<file path="config.mk">
export PLATFORM = sky130hd
export DESIGN_NAME = pipe_stage_reg
export DESIGN_NICKNAME = d
export VERILOG_FILES = /design/src/rtl/pipe_stage_reg_pkg.sv /design/src/rtl/pipe_stage_reg_en_reg.sv /design/src/rtl/pipe_stage_reg.sv
export SDC_FILE = /design/constraint.sdc
export NUM_CORES = 1
export LEC_CHECK = 0
export CORE_MARGIN = 4
export CORE_UTILIZATION = 35
export CTS_BUF_LIST = sky130_fd_sc_hd__clkbuf_16
export CTS_CLUSTER_DIAMETER = 150
export CTS_CLUSTER_SIZE = 40
export DETAILED_ROUTE_END_ITERATION = 10
export SKIP_CTS_REPAIR_TIMING = 1
export SYNTH_ARGS = -nofsm -noshare
export SYNTH_HDL_FRONTEND = slang
export SYNTH_SLANG_ARGS = --single-unit
export TNS_END_PERCENT = 20
</file>
<file path="constraint.sdc">
create_clock -name clk -period 2.4 [get_ports clk]
set_input_delay 0.48 -clock clk [delete_from_list [all_inputs] [get_ports clk]]
set_output_delay 0.48 -clock clk [all_outputs]
set_load 0.01 [all_outputs]
</file>
<file path="src/rtl/pipe_stage_reg_pkg.sv">
// pipe_stage_reg_pkg
//   Shared definitions for the pipeline-stage register: FSM state codes,
//   main-entry load source select and the RISC-V NOP used as the bubble.
//   No ports.
package pipe_stage_reg_pkg;

  typedef enum logic [1:0] {
    ST_EMPTY = 2'd0,
    ST_ONE   = 2'd1,
    ST_FULL  = 2'd2
  } state_t;

  typedef enum logic [1:0] {
    SRC_IN     = 2'd0,
    SRC_SKID   = 2'd1,
    SRC_BUBBLE = 2'd2
  } main_src_t;

  // ADDI x0,x0,0
  localparam logic [31:0] RV_NOP = 32'h0000_0013;

endpackage

</file>
<file path="src/rtl/pipe_stage_reg_en_reg.sv">
// en_reg
//   n-bit register with asynchronous active-high reset and load enable.
// Ports
//   clk  in  1      clock, rising edge
//   rst  in  1      async reset, loads RST_VAL
//   en   in  1      load enable
//   d    in  WIDTH  next value
//   q    out WIDTH  registered value
module en_reg #(
  parameter int                 WIDTH   = 32,
  parameter logic [WIDTH-1:0]   RST_VAL = '0
) (
  input  logic             clk,
  input  logic             rst,
  input  logic             en,
  input  logic [WIDTH-1:0] d,
  output logic [WIDTH-1:0] q
);

  always_ff @(posedge clk or posedge rst) begin
    if (rst) begin
      q <= RST_VAL;
    end else if (en) begin
      q <= d;
    end
  end

endmodule

</file>
<file path="src/rtl/pipe_stage_reg.sv">
// pipe_stage_reg
//   Pipeline-stage register with valid/ready handshake, optional skid entry
//   and a flush that empties the stage and loads a bubble (NOP) payload.
//   out_valid/out_data are purely registered; with SKID=1 in_ready is also
//   derived from the state register only.
// Ports
//   clk       in  1      clock, rising edge
//   rst       in  1      async reset, active-high
//   flush     in  1      sync flush: empty stage, out_data <= BUBBLE_VAL
//   in_valid  in  1      upstream payload valid
//   in_ready  out 1      stage can accept this cycle
//   in_data   in  WIDTH  upstream payload
//   out_valid out 1      out_data holds a valid payload
//   out_ready in  1      downstream accepts this cycle
//   out_data  out WIDTH  payload to next stage
//   level     out 2      occupied entries (0..2)
//
// state    | meaning
// ---------+------------------------------------------------
// ST_EMPTY | no payload; out_data holds its last value
// ST_ONE   | main entry valid, skid empty
// ST_FULL  | main and skid valid, in_ready low (SKID=1 only)
module pipe_stage_reg
  import pipe_stage_reg_pkg::*;
#(
  parameter int               WIDTH      = 32,
  parameter logic [WIDTH-1:0] RST_VAL    = '0,
  parameter logic [31:0]      BUBBLE_VAL = RV_NOP,
  parameter bit               SKID       = 1'b1
) (
  input  logic             clk,
  input  logic             rst,
  input  logic             flush,
  input  logic             in_valid,
  output logic             in_ready,
  input  logic [WIDTH-1:0] in_data,
  output logic             out_valid,
  input  logic             out_ready,
  output logic [WIDTH-1:0] out_data,
  output logic [1:0]       level
);

  localparam logic [WIDTH-1:0] BUBBLE_W = WIDTH'(BUBBLE_VAL);

  state_t           state_q, state_d;
  main_src_t        main_src;
  logic             main_en, skid_en;
  logic [WIDTH-1:0] main_d, main_q, skid_q;
  logic             accept, drain;

  assign out_valid = (state_q != ST_EMPTY);
  assign out_data  = main_q;
  assign level     = state_q;

  generate
    if (SKID) begin : g_ready_reg
      assign in_ready = (state_q != ST_FULL);
    end else begin : g_ready_pass
      assign in_ready = !out_valid || out_ready;
    end
  endgenerate

  assign accept = in_valid && in_ready;
  assign drain  = out_valid && out_ready;

  always_ff @(posedge clk or posedge rst) begin
    if (rst) begin
      state_q <= ST_EMPTY;
    end else begin
      state_q <= state_d;
    end
  end

  always_comb begin
    state_d  = state_q;
    main_en  = 1'b0;
    main_src = SRC_IN;
    skid_en  = 1'b0;
    if (flush) begin
      // Same-cycle accept is dropped; skid contents are simply abandoned.
      state_d  = ST_EMPTY;
      main_en  = 1'b1;
      main_src = SRC_BUBBLE;
    end else begin
      case (state_q)
        ST_EMPTY: begin
          if (accept) begin
            state_d = ST_ONE;
            main_en = 1'b1;
          end
        end
        ST_ONE: begin
          if (accept && drain) begin
            main_en = 1'b1;
          end else if (accept) begin
            // Only reachable with SKID=1; without skid in_ready is low here.
            state_d = ST_FULL;
            skid_en = 1'b1;
          end else if (drain) begin
            state_d = ST_EMPTY;
          end
        end
        ST_FULL: begin
          if (drain) begin
            state_d  = ST_ONE;
            main_en  = 1'b1;
            main_src = SRC_SKID;
          end
        end
        default: state_d = ST_EMPTY;
      endcase
    end
  end

  always_comb begin
    case (main_src)
      SRC_SKID:   main_d = skid_q;
      SRC_BUBBLE: main_d = BUBBLE_W;
      default:    main_d = in_data;
    endcase
  end

  en_reg #(.WIDTH(WIDTH), .RST_VAL(RST_VAL)) u_main (
    .clk (clk),
    .rst (rst),
    .en  (main_en),
    .d   (main_d),
    .q   (main_q)
  );

  generate
    if (SKID) begin : g_skid
      en_reg #(.WIDTH(WIDTH), .RST_VAL('0)) u_skid (
        .clk (clk),
        .rst (rst),
        .en  (skid_en),
        .d   (in_data),
        .q   (skid_q)
      );
    end else begin : g_no_skid
      assign skid_q = '0;
    end
  endgenerate

endmodule

</file>
==> metrics.cfg, run 1 <==
[status]
run_status = complete, no violations

[timing]
min_period_over_period_pct = 87.4
hold_viol_final = 0
tightest_slew_ns = 0.397
hold_slack_ns = 0.430
relSlewSlack_pct = 73.5
fin_setup_tns_ns = 0
fmax_ghz = 0.477
slew_violations = 0
clock_skew_ns = 0.00339
finalSetupViolCount = 0
min_period_ns = 2.10
rsz0062_at_grt = false

[finish]
nFillCells = 767
syn_to_final_growth_pct = 37.6
layout.nets = 348
multi_input_area_sq_mm = 0.00120
final_util_pct = 49.9
layout-drive-gt1-share_pct = 19.3
antenna_cells = 0
ff_latch_area_sq_mm = 0.00165

[pwr]
p_per_area_mw_per_mm2 = 810
sequentialPowerShare_pct = 42.8
sw_frac_of_total_pct = 23.6
intPower_mw = 2.55
power_mw = 3.34
leakage_nw = 1.68
pwr-share-clk_pct = 40.9
vdd_drop_max_mv = 0.401
p_sw_uw = 789
p_comb_share_pct = 16.4

[critical_path]
r2r_cells = 5
cp-start-kind = flip-flop
path_cells = or2_2 -> clkdlybuf4s50_1
cp-end-kind = output pin
critPathTopFamily = flip-flops
cp_num_buf_inv = 1
r2r_slack_ns = 0.76
path_max_fanout = 11
path_class = reg2out
max_stage_delay_ns = 0.49
crit_slowest_cell = dfrtp_1
r2r_end = u_main.q[12]
cp.arrival_ns = 1.62
r2r-start = level[1]
critPathRequiredTime_ns = 1.92

[synthesis]
synth_top_cell_area_share_pct = 55.1
syn_area_sq_mm = 0.00300
yosysMostFrequentCell = dfrtp_1
netlist-cell-type-count = 31
ys_seq_area_share_pct = 55.1
yosys-top-cells-area = dfrtp_1, mux2_2, a2bb2oi_1
synthCells = 240
yosys.area.top_type = dfrtp_1
ys_ff_latch = 66
synthArstFlopShare_pct = 100
yosys_most_used_dff = dfrtp_1
synth_edf_count = 0
syn-num-nets = 277
yosysWarnings = 0
synth_commonest_cells = dfrtp_1, a2bb2oi_1, mux2_2, nand2_1, o311ai_0
synth_area_per_cell_sq_um = 12.5

[clock_tree]
clk_latency_ns = 0.32
clock-sinks = 66
tritoncts = yes
cts.htree.levels = 3
clkSlewWorstSetupHoldPaths_ns = 0.06
cts.path.max_buffers = 2
cts_made_buffers = 9
cts_root_buffer = clkbuf_16

[global_routing]
grt_pass1_wl_mm = 12.2
grt_usage_pct = 15.6
grt-ovfl-total = 0
antenna_found_initial = 0
grt_pass1_vias = 2347
grt_max_degree = 33

[floorplanning]
die_h_um = 101
dieArea_sq_mm = 0.0101
rows = 33
io_pins = 73
initial_core_util_pct = 36.3
fp.dieW_um = 101
core_sq_mm = 0.00826

[route]
first_pass_iters = 4
drtIter0Drc = 83
ant_nets = 0
avgViaCountPerCell = 5.29
num_vias = 2229
drt_wl_total_mm = 7.64
drc = 0
wire_per_inst_um = 18.1

[flow_run]
maxCapViolations = 0

[placement]
place_congestion = 0.669
numPortBuffers = 72
dpl.hpwl_mm = 4.73

[worst_hold_path]
hold_path.class = in2async

cell usage in the layout, fill, tap and decap left out, types with 2 or more instances in the layout:
master,n
o311ai_1,10
a21oi_1,2
clkdlybuf4s50_1,72
a311oi_1,3
clkinv_1,3
a2bb2oi_1,29
clkbuf_16,9
nand2_1,29
dfrtp_1,66
inv_1,4
mux2_2,29
o311ai_0,19
mux2_1,3
inv_2,2
o22ai_1,3
bufinv_16,2
buf_4,9
nor2b_1,6
per-stage QoR:
stage	instances	setup WS, ns	cell area, sq um
finish	421	0.302	4120
global route	421	0.231	4120
CTS	421	0.288	4120
detailed placement	405	0.228	3810
global placement	405	0.268	3810
floorplan	240	0.265	3000
power groups by stage:
stage / Combinational, mW / Sequential [mW] / Clock (mW)
after floorplan: 0.294 / 1.44 / 0
after global placement: 0.539 / 1.44 / 0
after detailed placement: 0.551 / 1.44 / 0
after CTS: 0.556 / 1.43 / 1.40
after global routing: 0.598 / 1.45 / 1.46
final: 0.546 / 1.43 / 1.36
flip-flops by register name (all words and copies together), names as in the netlist:
signal,cells
u_main.q,32
level,2
g_skid.u_skid.q,32
area by class of cell:
| type | instances | share of cell area [%] |
|---|---|---|
| multi-input cells | 146 | 29.1 |
| well taps | 105 | 3.19 |
| clock buffers | 9 | 5.46 |
| flip-flops and latches | 66 | 40.1 |
| clock inverters | 7 | 2.03 |
| inverters | 6 | 0.546 |
| repair buffers | 82 | 19.6 |
metal layers:
metal | part of all wire, % | GRT usage (%) | vias to the layer above
li1 | - | - | 1056
met1 | 45 | 21.4 | 1095
met2 | 47 | 23.8 | 71
met3 | 6.5 | 5.26 | 7
met4 | 1.0 | 3.83 | 0
met5 | 0 | 0 | -
worst max path at each step:
stage | startpoint | to | slack, ns | cells past startpoint
global route | level[0] | out_valid | 0.23 | 2
detailed placement | out_ready | g_skid.u_skid.q[18] | 0.23 | 5
floorplan | rst | g_skid.u_skid.q[0] | 0.27 | 1
global placement | out_ready | g_skid.u_skid.q[15] | 0.27 | 5
finish | level[0] | out_valid | 0.30 | 2
CTS | level[0] | out_valid | 0.29 | 2
cell families after synthesis:
group | Yosys count | synth area share [%]
AOI/OAI and AO/OA | 69 | 19.6
buffers and inverters | 28 | 5.14
muxes | 32 | 12.0
and+or+nand+nor | 45 | 8.10
DFF | 66 | 55.1
(Power assumes the default switching activity.)
==> run 2: changes to the inputs <==
--- a/config.mk
+++ b/config.mk
@@ -6,11 +6,11 @@
 export NUM_CORES = 1
 export LEC_CHECK = 0
 export CORE_MARGIN = 4
-export CORE_UTILIZATION = 35
+export CORE_UTILIZATION = 30
 export CTS_BUF_LIST = sky130_fd_sc_hd__clkbuf_16
 export CTS_CLUSTER_DIAMETER = 150
-export CTS_CLUSTER_SIZE = 40
 export DETAILED_ROUTE_END_ITERATION = 10
+export GPL_ROUTABILITY_DRIVEN = 0
 export SKIP_CTS_REPAIR_TIMING = 1
 export SYNTH_ARGS = -nofsm -noshare
 export SYNTH_HDL_FRONTEND = slang
==> run 2 against run 1 <==
Net effect:
- routed wire length is 0.29% lower
- sequential power hardly changed
- largest cell class unchanged
- register-to-register slack worse by 0.05 ns
- highest routed layer unchanged
- count of clock-buffer cells in the layout stayed put
- worst hold slack better by 0.059 ns
- critical path depth stayed put
- clock power is 8% lower
- sequential share of layout area is 0.36 points lower
- first-iteration DRC count is 13% lower
==> metrics.cfg, run 2 (synthesis results as in run 1) <==
[status]
run_status = complete, no violations

[critical_path]
max_stage_delay_ns = 0.49
critPathTopFamily = flip-flops
path_max_fanout = 11
cp-end-kind = output pin
path_class = reg2out
r2r_slack_ns = 0.71
cp.arrival_ns = 1.62
cp_num_buf_inv = 1
critPathRequiredTime_ns = 1.92
path_cells = or2_2 -> clkdlybuf4s50_1
crit_slowest_cell = dfrtp_1
cp-start-kind = flip-flop

[finish]
syn_to_final_growth_pct = 38.8
layout.nets = 348
antenna_cells = 0
final_util_pct = 42.8
final_area_sq_mm = 0.00416
layout-drive-gt1-share_pct = 19.3
final_cell_mix = clkdlybuf4s50_1, dfrtp_1, mux2_2, nand2_1, a2bb2oi_1
final_common_cell = clkdlybuf4s50_1

[timing]
relSlewSlack_pct = 73.9
tightest_slew_ns = 0.391
clock_skew_ns = 0.00464
slew_violations = 0
fin_setup_tns_ns = 0
rsz0062_at_grt = false
fmax_ghz = 0.477
hold_slack_ns = 0.489
finalSetupViolCount = 0
fin_ws_ns = 0.305
hold_viol_final = 0
min_period_ns = 2.10
min_period_over_period_pct = 87.3

[global_routing]
top_usage_layer = met2
grt_pass1_vias = 2463
met1_usage_pct = 17.3
use_met3_pct = 4.78
grt-ovfl-total = 0
grt_max_degree = 67
grt_pass1_wl_mm = 12.5
grt_usage_pct = 13.9
antenna_found_initial = 0
grtUsageMet2_pct = 22.4

[clock_tree]
tritoncts = yes
clkSlewWorstSetupHoldPaths_ns = 0.05
clock-sinks = 66
cts_made_buffers = 9
clk_latency_ns = 0.32
cts_root_buffer = clkbuf_16
cts.htree.levels = 3
cts.path.max_buffers = 2

[route]
drc = 0
drtIter0Drc = 72
drt_wl_total_mm = 7.61
ant_nets = 0
num_vias = 2269
wire_per_inst_um = 17.0
avgViaCountPerCell = 5.05
first_pass_iters = 4

[worst_hold_path]
hold_path.class = reg2reg

[floorplanning]
io_pins = 73
rows = 36
initial_core_util_pct = 30.8
dieArea_sq_mm = 0.0117
fp.dieW_um = 108
die_h_um = 108
core_sq_mm = 0.00973

[pwr]
p_per_area_mw_per_mm2 = 776
p_comb_share_pct = 17.0
leakage_nw = 1.68
intPower_mw = 2.45
p_sw_uw = 780
sw_frac_of_total_pct = 24.2
pwr-share-clk_pct = 38.8
sequentialPowerShare_pct = 44.2
vdd_drop_max_mv = 0.296

[placement]
dp_slack_ns = 0.220
place_area_sq_mm = 0.00387
numPortBuffers = 72
dpl.hpwl_mm = 4.87

[flow_run]
maxCapViolations = 0

run 2: per-stage QoR:
step / total power [mW] / instances
4_1_cts: 3.27 / 449
6_report: 3.23 / 449
3_5_place_dp: 2.00 / 433
3_3_place_gp: 1.98 / 433
5_1_grt: 3.39 / 449
2_1_floorplan: 1.74 / 240
run 2: final timing paths:
| check | start | to | depth (start not counted) |
|---|---|---|---|
| worst min-delay path | g_skid.u_skid.q[29] | g_skid.u_skid.q[29] | 1 |
| max in group asynchronous | rst | u_main.q[0] | 3 |
| worst min register to register | g_skid.u_skid.q[29] | g_skid.u_skid.q[29] | 1 |
| worst max-delay path | level[0] | out_valid | 2 |
| worst max register to register | level[1] | u_main.q[28] | 5 |
| min in group asynchronous | rst | u_main.q[7] | 3 |
run 2: cell type report:
cell class                 instances  area, sq um
timing repair buffer              82          833
tap                              133          166
sequential                        66         1650
fill                             956         5570
multi-input combinational        146         1200
inverter                           6         22.5
clock inverter                     7         61.3
clock buffer                       9          225
run 2: layer usage:
metal	vias to the layer above	share of wire (%)
met1	1139	44
met3	13	5.9
met2	62	48
met4	0	2.1
li1	1055	-
met5	-	0
run 2: power groups by stage:
stage	clock network [mW]	registers (mW)	logic [mW]
after global placement	0	1.44	0.543
after floorplan	0	1.44	0.294
final	1.25	1.43	0.548
after global routing	1.34	1.46	0.598
after CTS	1.29	1.43	0.559
after detailed placement	0	1.44	0.555
